[config.mk]
export PLATFORM = sky130hd
export DESIGN_NAME = axi_rd_slave_arbiter
export DESIGN_NICKNAME = d
export VERILOG_FILES = /design/src/rtl/axi_rd_slave_arbiter.sv
export SDC_FILE = /design/constraint.sdc
export NUM_CORES = 1
export LEC_CHECK = 0
export CAP_MARGIN = 20
export CORE_AREA = 2 2 39 41
export CTS_CLUSTER_SIZE = 8
export DETAILED_ROUTE_END_ITERATION = 10
export DIE_AREA = 0 0 41 43
export PLACE_DENSITY = 0.55
export SETUP_SLACK_MARGIN = 0.3
export SYNTH_ARGS = -nofsm -noshare
export SYNTH_HDL_FRONTEND = slang
export SYNTH_SLANG_ARGS = --single-unit
[constraint.sdc]
create_clock -name ACLK -period 1.1 [get_ports ACLK]
set_input_delay 0.165 -clock ACLK [delete_from_list [all_inputs] [get_ports ACLK]]
set_output_delay 0.165 -clock ACLK [all_outputs]
set_load 0.01 [all_outputs]
[src/rtl/axi_rd_slave_arbiter.sv]
// axi_rd_slave_arbiter
//   Per-slave AXI read-channel arbiter for the crossbar (one instance per
//   slave port). Picks one requesting master round-robin, holds the grant
//   through the AR handshake and the whole R burst, and releases it on the
//   RLAST handshake.
//
//   Optional feature: define ARB_TIMEOUT_EN to build a burst watchdog that
//   aborts a stalled transaction after TIMEOUT cycles without progress.
//
// Ports
//   ACLK, ARESETn   clock (rising edge) / asynchronous active-low reset
//   m_arvalid       ARVALID per master
//   m_ardest        decoded slave index per master, master i at [i*DEST_W +: DEST_W]
//   s_arready       ARREADY from the slave
//   s_rvalid/s_rready/s_rlast  R handshake (s_rready already muxed from the granted master)
//   grant           one-hot grant, zero when idle
//   grant_idx       binary index of the granted master
//   ar_en / r_en    AR / R mux enables
//   busy            arbiter is not IDLE
//   timeout_err     one-cycle watchdog pulse (0 without ARB_TIMEOUT_EN)
module axi_rd_slave_arbiter #(
   parameter  int MASTERS  = 2,
   parameter  int SLAVES   = 2,
   parameter  int SLAVE_ID = 0,
   parameter  int TIMEOUT  = 256,
   localparam int DEST_W   = (SLAVES > 1) ? $clog2(SLAVES) : 1,
   localparam int IDX_W    = $clog2(MASTERS)
) (
   input  logic                      ACLK,
   input  logic                      ARESETn,
   input  logic [MASTERS-1:0]        m_arvalid,
   input  logic [MASTERS*DEST_W-1:0] m_ardest,
   input  logic                      s_arready,
   input  logic                      s_rvalid,
   input  logic                      s_rready,
   input  logic                      s_rlast,
   output logic [MASTERS-1:0]        grant,
   output logic [IDX_W-1:0]          grant_idx,
   output logic                      ar_en,
   output logic                      r_en,
   output logic                      busy,
   output logic                      timeout_err
);

   typedef enum logic [1:0] {IDLE, ADDR, DATA} state_e;

   state_e             state_q, state_d;
   logic [MASTERS-1:0] grant_q, grant_d, req;
   logic [IDX_W-1:0]   idx_q, idx_d, ptr_q, ptr_d, win_idx, cand, nxt_ptr;
   logic               ar_hs, r_beat, r_last_hs, tmo;

   // Destinations outside the slave range can never equal SLAVE_ID, so they
   // are filtered by the same compare.
   always_comb begin
      req = '0;
      for (int i = 0; i < MASTERS; i++)
         req[i] = m_arvalid[i] && (m_ardest[i*DEST_W +: DEST_W] == DEST_W'(SLAVE_ID));
   end

   // Round-robin pick: scan ptr, ptr+1, ... with wrap. Scanning from the far
   // end backwards lets the closest requester overwrite the result last.
   always_comb begin
      win_idx = ptr_q;
      cand    = '0;
      for (int k = MASTERS - 1; k >= 0; k--) begin
         cand = IDX_W'((int'(ptr_q) + k) % MASTERS);
         if (req[cand]) win_idx = cand;
      end
   end

   assign nxt_ptr   = (idx_q == IDX_W'(MASTERS - 1)) ? '0 : idx_q + 1'b1;
   assign ar_hs     = (state_q == ADDR) && m_arvalid[idx_q] && s_arready;
   assign r_beat    = (state_q == DATA) && s_rvalid && s_rready;
   assign r_last_hs = r_beat && s_rlast;

`ifdef ARB_TIMEOUT_EN
   localparam int CNT_W = (TIMEOUT > 1) ? $clog2(TIMEOUT) : 1;
   logic [CNT_W-1:0] cnt_q;

   // Held at zero in IDLE, which gives the clear on entry to ADDR; any R beat
   // counts as progress and restarts the window.
   always_ff @(posedge ACLK or negedge ARESETn) begin
      if (!ARESETn)                cnt_q <= '0;
      else if (state_q == IDLE)    cnt_q <= '0;
      else if (r_beat)             cnt_q <= '0;
      else                         cnt_q <= cnt_q + 1'b1;
   end

   assign tmo = (state_q != IDLE) && (cnt_q == CNT_W'(TIMEOUT - 1));
`else
   assign tmo = 1'b0;
`endif

   always_comb begin
      state_d = state_q;
      grant_d = grant_q;
      idx_d   = idx_q;
      ptr_d   = ptr_q;
      case (state_q)
         IDLE: if (|req) begin
            state_d = ADDR;
            idx_d   = win_idx;
            grant_d = MASTERS'(1) << win_idx;
         end
         ADDR: if (ar_hs) state_d = DATA;
         DATA: if (r_last_hs) begin
            state_d = IDLE;
            grant_d = '0;
            idx_d   = '0;
            ptr_d   = nxt_ptr;
         end
         default: state_d = IDLE;
      endcase
      // Watchdog abort behaves like a normal completion for fairness.
      if (tmo) begin
         state_d = IDLE;
         grant_d = '0;
         idx_d   = '0;
         ptr_d   = nxt_ptr;
      end
   end

   always_ff @(posedge ACLK or negedge ARESETn) begin
      if (!ARESETn) begin
         state_q <= IDLE;
         grant_q <= '0;
         idx_q   <= '0;
         ptr_q   <= '0;
      end else begin
         state_q <= state_d;
         grant_q <= grant_d;
         idx_q   <= idx_d;
         ptr_q   <= ptr_d;
      end
   end

   // Enables decode straight from the state so reset drops them immediately.
   assign grant       = grant_q;
   assign grant_idx   = idx_q;
   assign ar_en       = (state_q == ADDR);
   assign r_en        = (state_q == DATA);
   assign busy        = (state_q != IDLE);
   assign timeout_err = tmo;

endmodule
# Word level (Yosys, flattened, before mapping)

Index checks and enable logic that the tools add are counted.

Logic and storage cells: 49
Output and inout bits: 7
Bits in registers: 6

Bitwise operators: 2
Add/subtract/negate cells: 2
Equality and inequality tests: 5
Mux-type cells: 18
Magnitude comparators: 3
Shifts and indexed selects: 1
Reductions and logical operators: 14

Operator list:

| cell                                                                  | number |
|---|---|
| 1-bit 2-to-1 mux                                                      | 11 |
| 2-bit 2-to-1 mux                                                      | 4 |
| 1-bit logical AND                                                     | 7 |
| 1-bit by 2-bit < comparator with 1-bit output, second input constant  | 3 |
| 2-bit case mux with 3 select lines                                    | 1 |
| 3-bit AND reduction                                                   | 2 |
| 2-bit by 1-bit != test with 1-bit output, second input constant       | 2 |
| 2-bit case mux with 2 select lines                                    | 1 |
| 2-bit nonzero test                                                    | 2 |
| 1-bit adder, second input constant                                    | 2 |
| 2-bit by 1-bit equality test with 1-bit output, second input constant | 1 |
| 2-bit equality test, second input constant                            | 1 |
| 2-bit logical NOT                                                     | 1 |
| 2-bit != test, second input constant                                  | 1 |
| 1-bit inverter                                                        | 2 |
| 1-bit case mux with 2 select lines                                    | 1 |
| 2-bit AND reduction                                                   | 1 |
| 2-bit OR reduction                                                    | 1 |
| 1-bit by 1-bit left shift with 2-bit output, first input constant     | 1 |

# Longest topological paths before layout

Depth in word-level cells: 9
Gate-level depth with buffers: 4

# Worst setup path before layout

OpenSTA, ideal clock, no wires.

Kind: reg2reg
From: register state_q[0]
To: register grant_q[0] (netlist: grant[0])
Data required time: 1.035 ns
Stages on the path, launching flop included: 5
Data arrival time: 1.088 ns
Slack: -0.053 ns
Setup time: 0.065 ns
Path through: dfrtp_1 > nor2_2 > inv_2 > a2111oi_4 > o22a_1

Longest elaborated chain between the ends: 6
Elaborated cells between the ends (all ways): 10

RTL lines:

| item                                               | RTL line | source |
|---|---|---|
| start, declared                                    | 47       | `state_e state_q, state_d;` |
| start signal, assigned                             | 130      | `state_q <= state_d;` |
| 2-bit equality test                                | 73, 99   |  |
| 1-bit logical AND (2 in series)                    | 73       | `assign r_beat = (state_q == DATA) && s_rvalid && s_rready;` |
| 1-bit logical AND                                  | 74       | `assign r_last_hs = r_beat && s_rlast;` |
| 2-bit by 1-bit != test with 1-bit output (no line) | n/a      |  |
| 3-bit AND reduction (no line)                      | n/a      |  |
| end signal, assigned                               | 131      | `grant_q <= grant_d;` |
| end, declared                                      | 48       | `logic [MASTERS-1:0] grant_q, grant_d, req;` |

Parallel ways exist; a longest one is shown, timed or not.
A chain may end at the register's enable or synchronous reset.

# Worst setup path in the final report

From: register state_q[0]
To: output port busy

Longest elaborated chain between the ends: 1

RTL lines:

| item               | RTL line | source |
|---|---|---|
| 2-bit nonzero test | 142      | `assign busy = (state_q != IDLE);` |
| end, declared      | 41       | `output logic busy,` |

No other way between the ends.

==> summary.txt <==
Yosys reg bits - 5
clk root buf - clkbuf_4
min cycle time layout - 1.22 ns
clk buf depth - 2
design area - 604 µm²
worst path arrival time - 1.05 ns
die area - 1760 µm²
max-slew violation count - 0
final wirelength - 837 µm
Setup crit start kind - flop
initial antenna violation count - 0
top cells by area, synth - dfrtp_1, a2111oi_4, buf_4, inv_1, a21oi_1
Final Hold Viols - 0
Min Hold Slack - 0.146 ns
crit end category - primary output
# H-tree levels - 1
register-to-register setup slack - -0.11 ns
Chip Height - 43 µm
most used standard cell by instance count after synthesis - dfrtp_1
Net Switching - 0.592 mW
area leader, netlist - dfrtp_1
DP Cell Count - 65
switch share - 36.9%
unrepaired setup endpoints after global routing - true
failing checks - setup timing
TritonCTS Sinks - 5
share of layout cells above drive strength 1 - 54.4%
clock skew - 0.00387 ns
Die W - 41 µm
combinational power share - 61.4%
P_int - 1.01 mW
post-synth cell types - 21
non-filler instance count after layout - 73
vias per cell - 4.19
CTS tree - done
Overall Power - 1.60 mW
pin count of the biggest net entering global routing - 6
number of port buffers - 15
status - complete, but fails checks
share of power burned in registers - 25.6%
Worst Path Required - 0.94 ns
YS warnings - 0
asr flop ratio synth - 100%
Area after DPL - 493 µm²
register area - 128 µm²
Antenna Violating Nets Remaining - 0
CTS Hold Bufs - 0
Power Density - 2650 nW/µm²
count of final setup violators - 7
Clk network pwr share - 13.0%
syn_nets - 41
Routability Congestion - 0.662
I/O pin cnt - 17
Synth Flop Type - dfrtp_1
Syn Inst Count - 31
Filler cells - 142
detailed-route via count - 306
Routed wire per std cell - 11.5 µm
clock transition at the registers of the reported paths - 0.04 ns
FMAX - 0.820 GHz
Final #Nets - 68
core area - 1380 µm²
Final WS setup - -0.120 ns
Worst Hold Class - in -> async
leak pwr - 0.264 nW
total congestion overflow - 0
sequential fraction of the synthesis area - 41.8%
num rows - 14
Multi-input gate area - 181 µm²
Yosys top cell area share - 41.8%
Total GRT Usage - 11.5%
area grow syn2layout - 102%
first-pass GRT wire length - 1.28 mm
CP Class - reg -> out
CTS Buf Count - 3
FF-to-FF Start - state_q[0]$_DFFE_PN0P_
drt pass-1 iters - 4
Synth top cells by count - dfrtp_1, inv_1
HPWL after DPL - 600 µm
crit path max fanout - 4
Peak VDD IR - 1040 µV
starting density of the core - 21.6%
Post-synth EDFFs - 0
RR Endpoint - grant[0]$_DFFE_PN0P_
setup tns final - -0.559 ns
number of remaining DRC errors - 0
FF-to-FF path depth - 6
syn_area_per_cell - 9.65 µm²
crit share post-route - 111%
vias in the first global route - 322
Netlist Area Pre-Place - 299 µm²
Initial DRC Count - 5
worst-skew pair later-pin latency - 0.24 ns
ANT cells - 0
max cap viols - 0
-- registers in the layout, summed over array words and instances (netlist names) --
name and flops:
ptr_q 1, state_q 2, grant 2
-- final cells by class --
cell class | count | area share, %
Tap cell | 16 | 3.31
Timing Repair Buffer | 24 | 38.3
Sequential cell | 5 | 21.1
Clock buffer | 4 | 4.35
Inverter | 4 | 2.90
Multi-Input combinational cell | 20 | 30.0
-- per-stage QoR --
stage          setup slack (ns)  utilization [%]
2_1_floorplan             0.105                -
3_3_place_gp             -0.271             35.6
3_5_place_dp             -0.308             35.6
4_1_cts                  -0.116             41.3
5_1_grt                  -0.185             43.7
6_report                 -0.120             43.7
-- layout by cell type (no fill, tap or decap) --
cell and count:
buf_4 4, o21ai_2 2, buf_2 2, inv_2 2, a311oi_1 1, nand2_1 1
inv_1 1, a21boi_0 1, clkbuf_1 1, clkbuf_4 3, clkdlybuf4s50_1 9, nor2b_4 1
dfrtp_2 2, dfrtp_1 3, a21oi_1 2, nor2b_1 1, o31ai_2 1, a2111oi_4 1
nor2_4 2, nand3_1 1, nor3_1 2, buf_6 9, conb_1 1, nand2b_4 1
inv_4 1, o22a_1 1, a32o_1 1
-- power by group through the flow --
stage	Clock [mW]	Combinational (mW)	Sequential [mW]
floorplan	0	0.312	0.385
global placement	0	0.766	0.368
detailed placement	0	0.760	0.367
CTS	0.223	0.844	0.402
global route	0.236	1.05	0.425
finish	0.209	0.985	0.410
-- kinds of logic after synthesis --
logic type / Yosys count / synth area share [%]
AO/OA/AOI/OAI: 10 / 30.1
buffers and inverters: 6 / 10.0
flip-flops: 5 / 41.8
other: 1 / 1.25
AND/OR/NAND/NOR: 9 / 16.7
-- worst max-delay path: stages (launching register included) --
cell	delay (ns)
dfrtp_1	0.42
buf_6	0.14
nor2_4	0.08
inv_2	0.04
buf_2	0.13
-- worst max-delay path by stage --
stage                                         to                    from
after floorplan             grant[0]$_DFFE_PN0P_  state_q[1]$_DFFE_PN0P_
after global placement    state_q[0]$_DFFE_PN0P_            m_arvalid[1]
after detailed placement  state_q[0]$_DFFE_PN0P_            m_arvalid[1]
after CTS                   grant[0]$_DFFE_PN0P_  state_q[0]$_DFFE_PN0P_
after global routing        grant[1]$_DFFE_PN0P_  state_q[0]$_DFFE_PN0P_
final                                       busy  state_q[0]$_DFFE_PN0P_
-- metal layers --
| metal | vias up | global-route usage, % | routed length (µm) |
|---|---|---|---|
| met4 | 0 | 10.0 | 0 |
| met5 | - | 0 | 0 |
| met2 | 8 | 17.2 | 448 |
| li1 | 158 | - | - |
| met3 | 0 | 3.14 | 47 |
| met1 | 140 | 12.4 | 340 |
-- what timing repair did --
item                                    CTS  global route
setup buffers                             2             2
gates cloned                              0             0
pin swaps                                 2             2
resized for setup                        40             5
endpoints found under the setup margin   11            11
Note: power is estimated with default switching activity, not from simulation.
